**config.mk**
```make
export PLATFORM = sky130hd
export DESIGN_NAME = fft_peak_picker
export DESIGN_NICKNAME = d
export VERILOG_FILES = /design/src/rtl/fft_peak_picker.sv
export SDC_FILE = /design/constraint.sdc
export NUM_CORES = 1
export LEC_CHECK = 0
export BUFFER_PORTS_ARGS = -buffer_cell sky130_fd_sc_hd__buf_4
export CAP_MARGIN = 20
export CORE_MARGIN = 5
export CORE_UTILIZATION = 55
export DETAILED_ROUTE_END_ITERATION = 10
export PLACE_DENSITY = 0.76
export SYNTH_ARGS = -nofsm -noshare
export SYNTH_HDL_FRONTEND = slang
export SYNTH_SLANG_ARGS = --single-unit
```
**constraint.sdc**
```tcl
create_clock -name clk_in -period 4.99 [get_ports clk_in]
set_input_delay 0.2495 -clock clk_in [delete_from_list [all_inputs] [get_ports clk_in]]
set_output_delay 0.2495 -clock clk_in [all_outputs]
set_load 0.005 [all_outputs]
```
**src/rtl/fft_peak_picker.sv**
```systemverilog
// fft_peak_picker: tracks the strongest positive-frequency bin (re^2+im^2) of each streamed FFT frame
module fft_peak_picker #(
  parameter int NFFT       = 1024,
  parameter int DATA_W     = 8,
  parameter int MIN_BIN    = 2,
  parameter int MAG_THRESH = 64
) (
  input  logic                      clk_in,
  input  logic                      rst_in,
  input  logic [2*DATA_W-1:0]       fft_data_in,
  input  logic                      fft_valid_in,
  input  logic                      fft_last_in,
  output logic                      fft_ready_out,
  output logic [$clog2(NFFT)-1:0]   peak_bin_out,
  output logic [2*DATA_W:0]         peak_mag_out,
  output logic                      peak_present_out,
  output logic                      peak_valid_out,
  output logic                      frame_err_out
);
  localparam int BW = $clog2(NFFT);
  localparam int PW = 2 * DATA_W;
  localparam int MW = 2 * DATA_W + 1;
  localparam logic [1:0] ACCUM = 2'd0, DRAIN = 2'd1, REPORT = 2'd2;
  localparam logic [BW-1:0] LO_BIN = BW'(MIN_BIN), HI_BIN = BW'(NFFT / 2 - 1), END_BIN = BW'(NFFT - 1);
  localparam logic [MW-1:0] THRESH = MW'(MAG_THRESH);
  logic [1:0] state;
  logic drain_cnt, err;
  logic [BW-1:0] cnt, s1_bin, s2_bin, max_bin;
  logic [PW-1:0] re2, im2;
  logic [MW-1:0] s2_mag, max_mag;
  logic s1_v, s2_v, acc, frame_end, in_range;
  logic signed [PW-1:0] re, im;
  assign re = {{DATA_W{fft_data_in[PW-1]}}, fft_data_in[PW-1:DATA_W]};
  assign im = {{DATA_W{fft_data_in[DATA_W-1]}}, fft_data_in[DATA_W-1:0]};
  assign fft_ready_out = state == ACCUM;
  assign acc = fft_valid_in && fft_ready_out;
  assign frame_end = acc && (fft_last_in || cnt == END_BIN);
  assign in_range = s2_bin >= LO_BIN && s2_bin <= HI_BIN;
  always_ff @(posedge clk_in or negedge rst_in) begin
    if (!rst_in) begin
      state <= ACCUM;
      drain_cnt <= 1'b0;
      err <= 1'b0;
      cnt <= '0;
      s1_v <= 1'b0;
      s2_v <= 1'b0;
      s1_bin <= '0;
      s2_bin <= '0;
      re2 <= '0;
      im2 <= '0;
      s2_mag <= '0;
      max_mag <= '0;
      max_bin <= '0;
      peak_bin_out <= '0;
      peak_mag_out <= '0;
      peak_present_out <= 1'b0;
      peak_valid_out <= 1'b0;
      frame_err_out <= 1'b0;
    end else begin
      s1_v <= acc;
      if (acc) begin
        re2 <= re * re;
        im2 <= im * im;
        s1_bin <= cnt;
      end
      s2_v <= s1_v;
      s2_mag <= {1'b0, re2} + {1'b0, im2};
      s2_bin <= s1_bin;
      // strictly greater so that ties keep the earlier (lower) bin
      if (s2_v && in_range && s2_mag > max_mag) begin
        max_mag <= s2_mag;
        max_bin <= s2_bin;
      end
      peak_valid_out <= 1'b0;
      frame_err_out <= 1'b0;
      case (state)
        ACCUM: begin
          if (acc) cnt <= cnt + 1'b1;
          if (frame_end) begin
            state <= DRAIN;
            drain_cnt <= 1'b0;
            err <= !(fft_last_in && cnt == END_BIN);
          end
        end
        DRAIN: begin
          drain_cnt <= 1'b1;
          if (drain_cnt) state <= REPORT;
        end
        default: begin
          peak_bin_out <= max_bin;
          peak_mag_out <= max_mag;
          peak_present_out <= max_mag >= THRESH;
          peak_valid_out <= 1'b1;
          frame_err_out <= err;
          max_mag <= '0;
          max_bin <= '0;
          cnt <= '0;
          state <= ACCUM;
        end
      endcase
    end
  end
endmodule

```
==> results.cfg <==
[outcome]
status = complete, no violations

[route]
dr_wl_met3_um = 594
met2_length_mm = 10.3
drt-pass1-iter-count = 5
vias = 7746
wl_mm = 20.0
drc = 0
wire_per_inst_um = 14.2
highest_layer = met4
detail-route-antenna-nets = 0
wl_met1_mm = 8.72
viasPerCell = 5.50
drtIter0Drc = 493

[timing]
setup_tns_ns = 0
rsz0062_at_grt = no
setup_viol = 0
clock-skew-final_ns = 0.00880
timing.final.crit_period_ns = 4.09
worst_pin_slew_ns = 0.830
drv_slew = 0
max_slew_margin_pct = 44.6
fmax_ghz = 0.245
finalHoldViolCount = 0
fin_crit_sh_pct = 81.9

[floorplan]
initial_utilization_pct = 56.3
row_count = 50
die_w_um = 149
die_h_um = 149
dieArea_mm2 = 0.0222
core-area_mm2 = 0.0189
ioPinCount = 51

[min_path]
min_path_cells = 2
worstHoldStart = fft_data_in[0]
hold_end = im2[2]
min_path_type = in -> reg

[place]
dpl.hpwl_mm = 14.9
gp_congestion = 0.845
portBuffers = 50

[power]
powerDensity_mw_per_mm2 = 550
vdd_drop_max_mv = 0.282
p_leak_uw = 0.00578

[grt]
antenna_found_initial = 0
grt.total_usage_pct = 19.7
first_global_vias = 7836
grt_first_pass_wirelength_mm = 36.4
grt_max_degree = 85
overflow = 0

[worst_setup_path]
max_stage_delay_ns = 0.67
worst-path-buf-inv = 4
crit_slowest_cell = fa_1
worstPathMaxFanout = 10
cpLargestDelayFamily = adder cells
regToRegSetupSlack_ns = 2.30
worstRegToRegCells = 9
critPathCaptureType = flip-flop
path_cells = buf_4, inv_1, nor2_1, fa_1, inv_1, fa_1, fa_1, fa_1, inv_1, ha_1, a21oi_1, o21a_1, o31ai_1, xnor2_1, o21ai_0
r2r_start = max_mag[8]
path_class = in -> reg
cpMostUsedCell = fa_1
cp.arrival_ns = 4.35
critical_path_required_ns = 5.26
worstSetupStartpointType = input port
r2r_end = max_bin[2]

[flow_run]
max_cap_violations = 0

[clock_tree]
cts.sinks = 140
clockBufferDepth = 2
cts_tree = built
h-tree-depth = 4
clk_latency_ns = 0.42
numCtsBuffers = 17
clk_pin_slew_ns = 0.06
post_cts_buffers = 0
root_buffer = clkbuf_16

[finish]
final_nets = 1328
post-route-util_pct = 62.5
final_cell_mix = inv_1, nand2_1, dfrtp_1, fa_1, ha_1
drive_above_1_share_pct = 10.7
area_growth_pct = 11.0
layout_commonest_cell = inv_1
nFillCells = 1605
antenna_cells = 0

[synthesis]
synthArstFlopShare_pct = 100
synth_top_area_share_pct = 32.9
synth_edf_count = 0
synth_largest_area_cell = dfrtp_1
synth.area.top_cells = dfrtp_1, fa_1, ha_1
syn_inst = 1113
yosys_register_bits = 140
ys_seq_area_share_pct = 32.9
syn_nets = 1306
yosysWarnings = 0
ys_types = 46
netlist_area_mm2 = 0.0106
yosys_most_used_dff = dfrtp_1
avgSynthCellArea_um2 = 9.56
## stage by stage
step           setup WS, ns  hold WS (ns)  total power [uW]  cell area (um2)  instances
2_1_floorplan         0.770       -0.0461              4440            10600       1113
3_3_place_gp          0.643         0.334              5120            11200       1375
3_5_place_dp          0.455         0.335              5240            11200       1375
4_1_cts               0.911        0.0914              6570            11800       1408
5_1_grt               0.609         0.107              7160            11800       1408
6_report              0.905         0.103              6500            11800       1408
## kinds of logic after synthesis
kind of cell / share of synthesized area (%)
simple gates: 14.2
buf+inv: 8.30
fa+ha+maj: 26.5
compound gates: 10.8
flops: 32.9
xor+xnor: 4.20
mux: 3.04
## synthesized netlist by cell type, types with 26 or more instances
| cell | count |
|---|---|
| o311ai_1 | 26 |
| nor2_1 | 39 |
| a21oi_1 | 31 |
| mux2_2 | 27 |
| nand4_1 | 32 |
| o21ai_0 | 31 |
| nor3_1 | 33 |
| ha_1 | 85 |
| and2_1 | 31 |
| a31oi_1 | 31 |
| fa_1 | 88 |
| nand2_1 | 141 |
| inv_1 | 175 |
| xnor2_1 | 32 |
| clkbuf_1 | 47 |
| dfrtp_1 | 140 |
## worst max-delay path by stage
stage                                from      end  slack (ns)  cells past startpoint
after global routing      fft_data_in[15]  re2[15]        0.61                     15
after detailed placement  fft_data_in[15]  re2[15]        0.45                     15
final                     fft_data_in[15]  re2[15]        0.90                     15
after global placement     fft_data_in[3]  im2[15]        0.64                     18
after floorplan           fft_data_in[15]  re2[12]        0.77                     16
after CTS                 fft_data_in[15]  re2[15]        0.91                     15
## registers in the layout, indices dropped and copies added (netlist names), 2 cells and up
name	cells
s2_mag	17
re2	15
peak_mag_out	17
s1_bin	10
s2_bin	10
max_mag	17
im2	15
peak_bin_out	10
cnt	10
max_bin	10
state	2
## per-layer routing
metal	vias to the layer above	track usage, %
met3	36	3.07
li1	3755	-
met4	0	6.00
met1	3795	25.6
met5	-	0
met2	160	34.0
## what timing repair did
action                    in CTS  in global routing
hold endpoints to repair      83                  0
gates resized for setup        0                  0
hold buffers                   1                  0
## layout make-up
class / count / area, um2 / area share (%)
inverters: 175 / 657 / 5.56
flip-flops and latches: 140 / 3500 / 29.7
clock buffers: 21 / 470 / 3.98
multi-input cells: 743 / 6280 / 53.2
repair buffers: 58 / 442 / 3.74
clock inverters: 11 / 133 / 1.12
well taps: 260 / 325 / 2.75
## where the power goes
| part | switching [uW] | internal [uW] |
|---|---|---|
| registers | 260 | 1520 |
| clock network | 483 | 783 |
| logic | 1940 | 1520 |
No activity file was read; power rests on OpenSTA's default activity.
